`src/rtl/ahb_arbiter_2m.sv`:
```
// Round-robin arbiter for two AHB masters; honours fixed bursts, INCR and locked tenures.
// Latency: HGRANT moves on the arbitration-point edge, HMASTER follows on the next HREADY=1 edge.
// Backpressure: every register holds while HREADY = 0; the grant never moves mid-tenure.
module ahb_arbiter_2m #(
  parameter logic DEFAULT_MASTER = 1'b0
) (
  input  logic       HCLK,
  input  logic       HRESET,
  input  logic       HBUSREQ0,
  input  logic       HBUSREQ1,
  input  logic       HMASTLOCK0,
  input  logic       HMASTLOCK1,
  input  logic [1:0] HTRANS0,
  input  logic [1:0] HTRANS1,
  input  logic [2:0] HBURST0,
  input  logic [2:0] HBURST1,
  input  logic       HREADY,
  output logic       HGRANT0,
  output logic       HGRANT1,
  output logic       HMASTER,
  output logic       HMASTLOCK
);

  localparam logic [1:0] TR_IDLE   = 2'b00;
  localparam logic [1:0] TR_BUSY   = 2'b01;
  localparam logic [1:0] TR_NONSEQ = 2'b10;
  localparam logic [1:0] TR_SEQ    = 2'b11;
  localparam logic [2:0] BURST_INCR = 3'b001;

  typedef enum logic [1:0] {
    FREE   = 2'd0,
    BURST  = 2'd1,
    INCR   = 2'd2,
    LOCKED = 2'd3
  } state_t;

  state_t     state_q, state_d;
  logic [3:0] beats_q, beats_d;
  logic       gnt_q, gnt_d;      // granted master index; HGRANT0/1 are its one-hot decode
  logic       master_q;          // address-phase owner
  logic       lock_q;

  logic [1:0] own_trans;
  logic [2:0] own_burst;
  logic       own_lock;
  logic       own_req;
  logic [3:0] first_remaining;

  // Beats still owed after the NONSEQ of a fixed-length burst (0 for SINGLE and INCR).
  function automatic logic [3:0] remaining_after_first(input logic [2:0] burst);
    logic [3:0] rem;
    rem = 4'd0;
    case (burst[2:1])
      2'b00:   rem = 4'd0;
      2'b01:   rem = 4'd3;
      2'b10:   rem = 4'd7;
      default: rem = 4'd15;
    endcase
    return rem;
  endfunction

  // Select the owner's transfer-control inputs.
  always_comb begin
    own_trans = HTRANS0;
    own_burst = HBURST0;
    own_lock  = HMASTLOCK0;
    own_req   = HBUSREQ0;
    if (master_q) begin
      own_trans = HTRANS1;
      own_burst = HBURST1;
      own_lock  = HMASTLOCK1;
      own_req   = HBUSREQ1;
    end
    first_remaining = remaining_after_first(own_burst);
  end

  // Tenure tracking: next state and beat count from the owner's current address phase.
  always_comb begin
    state_d = state_q;
    beats_d = beats_q;
    case (state_q)
      FREE: begin
        // A stray SEQ here is ignored; only NONSEQ opens a tenure, lock winning over length.
        if (own_trans == TR_NONSEQ) begin
          if (own_lock) begin
            state_d = LOCKED;
          end else if (own_burst == BURST_INCR) begin
            state_d = INCR;
          end else if (first_remaining != 4'd0) begin
            state_d = BURST;
            beats_d = first_remaining;
          end
        end
      end
      BURST: begin
        case (own_trans)
          TR_SEQ: begin
            // Counter saturates at zero; the last SEQ closes the tenure.
            if (beats_q <= 4'd1) begin
              state_d = FREE;
              beats_d = 4'd0;
            end else begin
              beats_d = beats_q - 4'd1;
            end
          end
          TR_BUSY: begin
            state_d = BURST;
          end
          default: begin
            // IDLE or NONSEQ mid-burst ends the burst early.
            state_d = FREE;
            beats_d = 4'd0;
          end
        endcase
      end
      INCR: begin
        if (!(((own_trans == TR_SEQ) || (own_trans == TR_BUSY)) && own_req)) begin
          state_d = FREE;
        end
      end
      LOCKED: begin
        if (!own_lock) begin
          state_d = FREE;
        end
      end
      default: begin
        state_d = FREE;
        beats_d = 4'd0;
      end
    endcase
  end

  // Round-robin grant decision, applied only where the tenure ends on this edge.
  always_comb begin
    gnt_d = gnt_q;
    if (state_d == FREE) begin
      case ({HBUSREQ1, HBUSREQ0})
        2'b11:   gnt_d = ~master_q;
        2'b10:   gnt_d = 1'b1;
        2'b01:   gnt_d = 1'b0;
        default: gnt_d = DEFAULT_MASTER;
      endcase
    end
  end

  // All state advances only on HREADY edges; reset aborts any tenure at once.
  always_ff @(posedge HCLK or posedge HRESET) begin
    if (HRESET) begin
      state_q  <= FREE;
      beats_q  <= 4'd0;
      gnt_q    <= DEFAULT_MASTER;
      master_q <= DEFAULT_MASTER;
      lock_q   <= 1'b0;
    end else if (HREADY) begin
      state_q  <= state_d;
      beats_q  <= beats_d;
      gnt_q    <= gnt_d;
      master_q <= gnt_q;
      lock_q   <= own_lock;
    end
  end

  assign HGRANT0   = ~gnt_q;
  assign HGRANT1   = gnt_q;
  assign HMASTER   = master_q;
  assign HMASTLOCK = lock_q;

endmodule

```
`config.mk`:
```
export PLATFORM = sky130hd
export DESIGN_NAME = ahb_arbiter_2m
export DESIGN_NICKNAME = d
export VERILOG_FILES = /design/src/rtl/ahb_arbiter_2m.sv
export SDC_FILE = /design/constraint.sdc
export NUM_CORES = 1
export LEC_CHECK = 0
export BUFFER_PORTS_ARGS = -buffer_cell sky130_fd_sc_hd__clkbuf_2
export CORE_MARGIN = 2
export CORE_UTILIZATION = 44
export CTS_CLUSTER_DIAMETER = 60
export DETAILED_ROUTE_END_ITERATION = 10
export GPL_TIMING_DRIVEN = 0
export PLACE_DENSITY = 0.72
export RECOVER_POWER = 50
export SLEW_MARGIN = 15
export SYNTH_ARGS = -nofsm -noshare
export SYNTH_HDL_FRONTEND = slang
export SYNTH_SLANG_ARGS = --single-unit
```
`constraint.sdc`:
```
create_clock -name HCLK -period 1.92 [get_ports HCLK]
set_input_delay 0.096 -clock HCLK [delete_from_list [all_inputs] [get_ports HCLK]]
set_output_delay 0.096 -clock HCLK [all_outputs]
set_load 0.05 [all_outputs]
```
; Word-level counts from Yosys, hierarchy flattened
; Index checks and enable logic that the tools add are counted.
; W data, S select, Z words.
[word_totals]
reg_bits = 9
elab_cells = 56
[op_classes]
bitwise = 2
n_addsub = 1
reduce_logical = 9
n_mux = 22
n_eq_ne = 16
magnitude_cmp = 1
[op_table]
columns = cell, n
row1 = $mux W4, 5
row2 = $mux W2, 8
row3 = $pmux W4 S2, 2
row4 = $eq A2 B2 Y1 const B, 7
row5 = $pmux W4 S3, 1
row6 = $ne A2 B2 Y1 const B, 5
row7 = $pmux W2 S4, 1
row8 = $reduce_and A7 Y1, 1
row9 = $eq A2 B1 Y1 const B, 3
row10 = $logic_not A2 Y1, 3
row11 = $le A4 B1 Y1 const B, 1
row12 = $pmux W2 S2, 1
row13 = $reduce_bool A4 Y1, 1
row14 = $sub A4 B1 Y4 const B, 1
row15 = $eq A3 B1 Y1 const B, 1
row16 = $mux W3, 1
row17 = $mux W1, 2
row18 = $not A1 Y1, 2
row19 = $pmux W1 S2, 1
row20 = $reduce_and A2 Y1, 1
row21 = $reduce_bool A2 Y1, 1
row22 = $logic_and A1 B1 Y1, 1
row23 = $logic_or A1 B1 Y1, 1

; Logic depth before layout (Yosys ltp)
; Gate-level depths: netlist of the first run.
[logic_depth]
depth_word = 11
mapped_depth = 7

; Worst setup path before layout of the first run
; No wires, ideal clock.
[synth_path]
kind = register to register
startpoint = register master_q, in the netlist HMASTER
endpoint = register beats_q[0]
path_stages_with_launch = 5
setup_time_ns = 0.125
t_arrival_ns = 2.020
setup_slack_ns = -0.225
period_less_slack_ns = 2.145
required_time_ns = 1.795
n_path_buf = 0
cell_sequence = dfrtp_1 > mux2_2 > a311oi_1 > nor2b_1 > mux2_2
[synth_via]
elab_chain_len = 8
word_cells_on_any_way = 24
classes_between = eq/ne (11) / mux (10) / reduce/logical (3)
[synth_lines]
columns = element, line
row1 = "start, declared", 40  ; logic master_q;
row2 = "start signal, assigned", 158  ; master_q <= gnt_q;
row3 = $mux W3, 68  ; if (master_q) begin
row4 = "$eq A2 B2 Y1, or another cell as far along", 53  ; case (burst[2:1])
row5 = $pmux W4 S3, 53
row6 = $mux W4, 89  ; end else if (first_remaining != 4'd0) begin
row7 = $mux W4, 87  ; end else if (own_burst == BURST_INCR) begin
row8 = $mux W4, 85  ; if (own_lock) begin
row9 = $mux W4, 84  ; if (own_trans == TR_NONSEQ) begin
row10 = $pmux W4 S2, 81  ; case (state_q)
row11 = "end signal, assigned", 156  ; beats_q <= beats_d;
row12 = "end, declared", 38  ; logic [3:0] beats_q, beats_d;
; Parallel ways exist; a longest one is shown, timed or not. The select of a mux whose other input is x is not followed.
; A chain may end at the register's enable or synchronous reset.

; Final worst setup path of the first run
[layout_path]
startpoint = register master_q, in the netlist HMASTER
endpoint = register beats_q[1]
; The elaborated chain is that of the path after synthesis.

==> impl_metrics.toml, run 1 <==
[synthesis]
netlist_area_um2 = 706.9
synth-main-ff-cell = "dfrtp_1"
async_flop_share_pct = 100.0
synthDominantCellAreaShare_pct = 31.86
synthTopCellsByCount = "dfrtp_1 (9), inv_1 (7), nor2_1 (7)"
synthCells = 80
yosys.area.top_type = "dfrtp_1"
yosysUniqueCellTypes = 38
synth_area_per_cell_um2 = 8.837
synth_area_leaders = "dfrtp_1 (32%), mux2_2 (4.8%), mux2i_1 (4.2%)"
synth_edf_count = 0
synth_seq_cells = 9
ys_seq_area_share_pct = 31.86
synth_most_common_cell = "dfrtp_1"
yosys_warnings = 0
syn_nets = 99

[die]
io_pins = 21
start_util_pct = 46.93
rows = 14
coreArea_um2 = 1506
die_w_um = 44.09
die_area_um2 = 1943
die_h_um = 44.09

[clock_tree]
cts_sinks = 9
cts.clk_slew.worst_paths_ns = 0.05
numCtsBuffers = 3
root_buffer = "clkbuf_4"
clockBufferDepth = 2
h-tree-depth = 1
cts_tree = "yes"
insertion_delay_ns = 0.25

[final_layout]
layout-drive-gt1-share_pct = 36.54
num-fill-cells = 148
final_cell_area_um2 = 895.9
area_growth_pct = 26.73
seq_area_um2 = 226.5
antenna_cells = 0
fin_nets = 124
multi_input_area_um2 = 478.0

[drt]
post_drt_wl_per_cell_um = 12.53
drtAntennaViolNets = 0
wirelength_um = 1503
drtPass1Iterations = 4
drt_iter0_drc = 17
via_count = 696
drc = 0
avgViaCountPerCell = 5.800

[placement]
hpwl_um = 1252
portBuffers = 19
dpl_cell_area_um2 = 829.5
place_congestion = 0.7551
dp_slack_ns = -0.04145

[global_routing]
grt_pass1_vias = 635
grt-ovfl-total = 0
grt_pass1_wl_um = 2546
groute.usage.overall_pct = 17.91
antenna_found_initial = 0
grt_max_degree = 11

[timing]
tns_ns = 0
finalSetupViolCount = 0
worst_slack_ns = 0.07502
worst_pin_slew_ns = 0.5882
hold_viol_final = 0
report.final.slew_viol_count = 0
fin_skew_ns = 0.0009536
holdWs_ns = 0.1133
slew_headroom_pct = 60.96
fmax_ghz = 0.5420
rsz0062_at_grt = "false"
fin_crit_sh_pct = 96.09
fin_crit_ns = 1.845

[worst_hold_path]
min_path_type = "in -> reg"

[worst_setup_path]
crit_path_end_kind = "register"
rrSetupSlack_ns = 0.08
required_ns = 2.05
crit_arrival_ns = 1.98
critPathLaunchType = "register"
critPathMaxFanout = 6
crit_type = "reg -> reg"

[outcome]
status = "completed"

[power_and_ir_drop]
ir_drop_uv = 724.1
power_density_nw_per_um2 = 1255
p_leak_nw = 0.3966

[flow_run]
maxCapViolCount = 0
==> metal layers <==
| metal | part of all wire (%) | wire length, um | vias to the layer above | GRT usage (%) |
|---|---|---|---|---|
| li1 | - | - | 355 | - |
| met1 | 43 | 651 | 324 | 21.73 |
| met2 | 51 | 772 | 15 | 30.00 |
| met3 | 4.2 | 63 | 2 | 1.224 |
| met4 | 1.0 | 15 | 0 | 12.73 |
| met5 | 0 | 0 | - | 0 |
==> critical path: stages (launching register included) <==
cell and delay [ns]:
dfrtp_2 0.42, mux2_2 0.38, a311oi_2 0.34, nor2b_2 0.24, mux2_2 0.34
==> placed cells by master, fill, tap and decap left out, drive strengths merged, types with 3 or more instances in the layout <==
cell,instances
dfrtp,9
mux2i,3
mux2,4
a211oi,3
o21ai,9
inv,7
a21oi,4
nor2,7
clkbuf,24
nand2,3
==> flip-flops by register name (all words and copies together), names as in the netlist <==
signal	count
state_q	2
HMASTLOCK	1
HGRANT1	1
HMASTER	1
beats_q	4
==> where the power goes <==
| part | internal (mW) | leakage [nW] | total (mW) | switching, mW |
|---|---|---|---|---|
| clock | 0.0793 | 0.0150 | 0.134 | 0.0548 |
| sequential | 0.267 | 0.108 | 0.357 | 0.0895 |
| combinational | 0.259 | 0.274 | 0.634 | 0.374 |
| total | 0.606 | 0.397 | 1.12 | 0.518 |
==> worst paths after layout <==
path                                 from    endpoint  cells past startpoint
worst max-delay path              HMASTER  beats_q[1]                      4
worst min-delay path             HBUSREQ1     HGRANT1                      2
worst max register to register    HMASTER  beats_q[1]                      4
worst min register to register  HMASTLOCK   HMASTLOCK                      2
max in group asynchronous          HRESET     HMASTER                      3
min in group asynchronous          HRESET   HMASTLOCK                      3
==> timing repair <==
action | 4_1_cts | 5_1_grt
pin swaps | 0 | 1
endpoints found under the setup margin | 1 | 4
setup buffers | 0 | 0
hold buffers | 1 | 0
hold endpoints to repair | 9 | 0
resized for setup | 1 | 6
==> area by class of cell <==
cell class | count | area share, %
Buffer | 2 | 1.676
Clock buffer | 4 | 2.933
Inverter | 7 | 2.933
Multi-Input combinational cell | 62 | 53.35
Sequential cell | 9 | 25.28
Tap cell | 16 | 2.235
Timing Repair Buffer | 20 | 11.59
==> cells by family (layout without fill, tap and decap cells) <==
family | Yosys count | after routing | synth area share [%]
AO/OA/AOI/OAI | 30 | 30 | 30.09
adder cells (fa/ha/maj) | 2 | 2 | 3.539
buffers and inverters | 9 | 33 | 5.841
flip-flops | 9 | 9 | 31.86
multiplexers | 7 | 7 | 10.62
AND/OR/NAND/NOR | 23 | 23 | 18.06
==> stage by stage <==
stage	total power, mW	cells	utilization [%]
after CTS	1.111	120	57.72
after floorplan	0.8149	80	-
after detailed placement	0.9638	115	55.07
after global placement	0.9463	115	55.07
final	1.124	120	59.47
after global routing	1.220	120	59.47
Note: power is estimated with default switching activity, not from simulation.
==> run 2: changes to the inputs <==
--- a/config.mk
+++ b/config.mk
@@ -7,11 +7,12 @@
 export LEC_CHECK = 0
 export BUFFER_PORTS_ARGS = -buffer_cell sky130_fd_sc_hd__clkbuf_2
 export CORE_MARGIN = 2
-export CORE_UTILIZATION = 44
+export CORE_UTILIZATION = 49
 export CTS_CLUSTER_DIAMETER = 60
 export DETAILED_ROUTE_END_ITERATION = 10
 export GPL_TIMING_DRIVEN = 0
-export PLACE_DENSITY = 0.72
+export MAX_ROUTING_LAYER = met4
+export PLACE_DENSITY = 0.76
 export RECOVER_POWER = 50
 export SLEW_MARGIN = 15
 export SYNTH_ARGS = -nofsm -noshare
==> constraint.sdc (replaced) <==
create_clock -name HCLK -period 1.8 [get_ports HCLK]
set_input_delay 0.09 -clock HCLK [delete_from_list [all_inputs] [get_ports HCLK]]
set_output_delay 0.09 -clock HCLK [all_outputs]
set_load 0.05 [all_outputs]
==> run 2 against run 1 <==
  * First-iteration DRC count unchanged
  * Register-to-register slack got worse by 0.06 ns
  * Sequential share of layout area is 2.6 points lower
  * Final area up 12%
  * Power increased by 23%
  * Die area fell by 9.3%
  * Via count is 2.4% higher
  * Worst setup slack worse by 0.062 ns
  * Count of clock-buffer cells in the layout unchanged
  * Utilization increased by 16 points
  * Sequential power is 9.5% higher
  * Critical path type unchanged
  * Critical endpoint unchanged
==> impl_metrics.toml, run 2 (same netlist as run 1, synthesis figures left out) <==
[clock_tree]
insertion_delay_ns = 0.25
clockBufferDepth = 2
cts_tree = "yes"
cts_sinks = 9
h-tree-depth = 1
numCtsBuffers = 3
root_buffer = "clkbuf_4"
cts.clk_slew.worst_paths_ns = 0.05

[worst_setup_path]
required_ns = 1.93
path_cells = "mux2_4 > a311oi_4 > nor2b_4 > mux2_4"
crit_top_cell = "mux2_4"
critPathMaxFanout = 4
critPathLaunchType = "register"
crit_path_end_kind = "register"
crit_type = "reg -> reg"
cp_slowest_cell = "dfrtp_2"
slowest_delay_ns = 0.44
crit_arrival_ns = 1.92

[die]
die_w_um = 41.99
rows = 13
die_h_um = 41.99
io_pins = 21
die_area_um2 = 1763
start_util_pct = 53.66
coreArea_um2 = 1318

[timing]
fin_crit_ns = 1.787
rsz0062_at_grt = "true"
report.final.slew_viol_count = 0
worst_pin_slew_ns = 0.3440
slew_headroom_pct = 76.89
fin_skew_ns = 0.001892
finalSetupViolCount = 0
worst_slack_ns = 0.01290
fin_crit_sh_pct = 99.28
fmax_ghz = 0.5596
hold_viol_final = 0

[placement]
dpl_cell_area_um2 = 843.3
portBuffers = 19
dp_slack_ns = -0.06349
dpl.cell_count = 114
hpwl_um = 1305
place_congestion = 0.7609

[drt]
wirelength_um = 1742
drc = 0
route.met3.wl_um = 50
top_layer_used = "met4"
drtPass1Iterations = 4
wl_met1_um = 838
wl_met2_um = 828
avgViaCountPerCell = 5.704
drt_iter0_drc = 17
via_count = 713
drtAntennaViolNets = 0
post_drt_wl_per_cell_um = 13.94

[final_layout]
layout-drive-gt1-share_pct = 47.27
top_regs = "beats_q (4), state_q (2)"
final_cell_mix = "clkbuf_2 (19), dfrtp_1 (8), inv_1 (6), nor2_1 (6)"
multi_input_area_um2 = 533.0
layout_commonest_cell = "clkbuf_2"
finish.utilization_pct = 75.88
fin_nets = 130
area_growth_pct = 41.42
largest_reg_flops = 4
largest-register = "beats_q"
final_cell_area_um2 = 999.7
seq_area_um2 = 226.5
fin_cells = 125
antenna_cells = 0
num-fill-cells = 98

[power_and_ir_drop]
p_sw_share_pct = 45.27
clock_power_share_pct = 10.3
intPower_uw = 754.3
p_switching_uw = 624.0
ir_drop_uv = 914.1
pwr-share-comb_pct = 61.3
power_density_nw_per_um2 = 1379
p_leak_nw = 0.4479
pwr-share-seq_pct = 28.4

[global_routing]
antenna_found_initial = 0
grt_pass1_vias = 652
grt-ovfl-total = 0
grt_max_degree = 11
grt_pass1_wl_um = 2684
groute.usage.overall_pct = 20.13

[worst_hold_path]
min_path_type = "in -> reg"

[flow_run]
maxCapViolCount = 0

[outcome]
status = "completed"
run 2: per-stage QoR:
step                      hold slack [ns]  setup TNS (ns)  power [mW]
after floorplan                  -0.08215        -0.07647      0.8852
after global placement            0.03110        -0.03897       1.026
after detailed placement          0.03632         -0.1140       1.050
after CTS                         0.09918        -0.01311       1.253
after global routing               0.1074        -0.03960       1.467
final                              0.1127               0       1.378
run 2: final cells by class:
class | instances | area share [%]
multi-input cells | 62 | 53.32
flip-flops and latches | 9 | 22.65
repair buffers | 26 | 15.39
clock buffers | 4 | 2.628
inverters | 7 | 2.628
well taps | 15 | 1.877
plain buffers | 2 | 1.502
run 2: path summary, 6_finish.rpt:
path / slack [ns] / startpoint / depth (start not counted) / end
max in group asynchronous: 1.23 / HRESET / 3 / HMASTER
min: 0.11 / HBUSREQ1 / 2 / HGRANT1
min in group asynchronous: 0.32 / HRESET / 3 / HMASTLOCK
max reg2reg: 0.01 / HMASTER / 4 / beats_q[1]
max: 0.01 / HMASTER / 4 / beats_q[1]
min reg2reg: 0.50 / HGRANT1 / 2 / HMASTER
run 2: what timing repair did:
item | in CTS | in global routing
gates cloned | 0 | 0
buffers inserted | 2 | 4
pin swaps | 3 | 4
resized for setup | 4 | 13
hold buffers | 1 | 0
endpoints found under the hold margin | 9 | 0
endpoints found under the setup margin | 3 | 4
run 2: metal layers:
metal	global-route usage, %	up-vias
met5	-	-
met4	7.742	0
met3	1.724	4
met2	33.13	12
met1	25.68	333
li1	-	364
run 2: power by group through the flow:
stage / Clock [mW] / Sequential (mW) / Combinational [mW]
after floorplan: 0 / 0.441 / 0.445
after detailed placement: 0 / 0.381 / 0.669
after CTS: 0.150 / 0.373 / 0.730
after global placement: 0 / 0.376 / 0.650
final: 0.142 / 0.391 / 0.845
after global routing: 0.160 / 0.398 / 0.908
run 2: worst max-delay path, delay by kind of cell (launching register included):
family             cells  cell delay [ns]
DFF                    1             0.44
and+or+nand+nor        1             0.23
muxes                  2             0.65
AOI/OAI and AO/OA      1             0.35
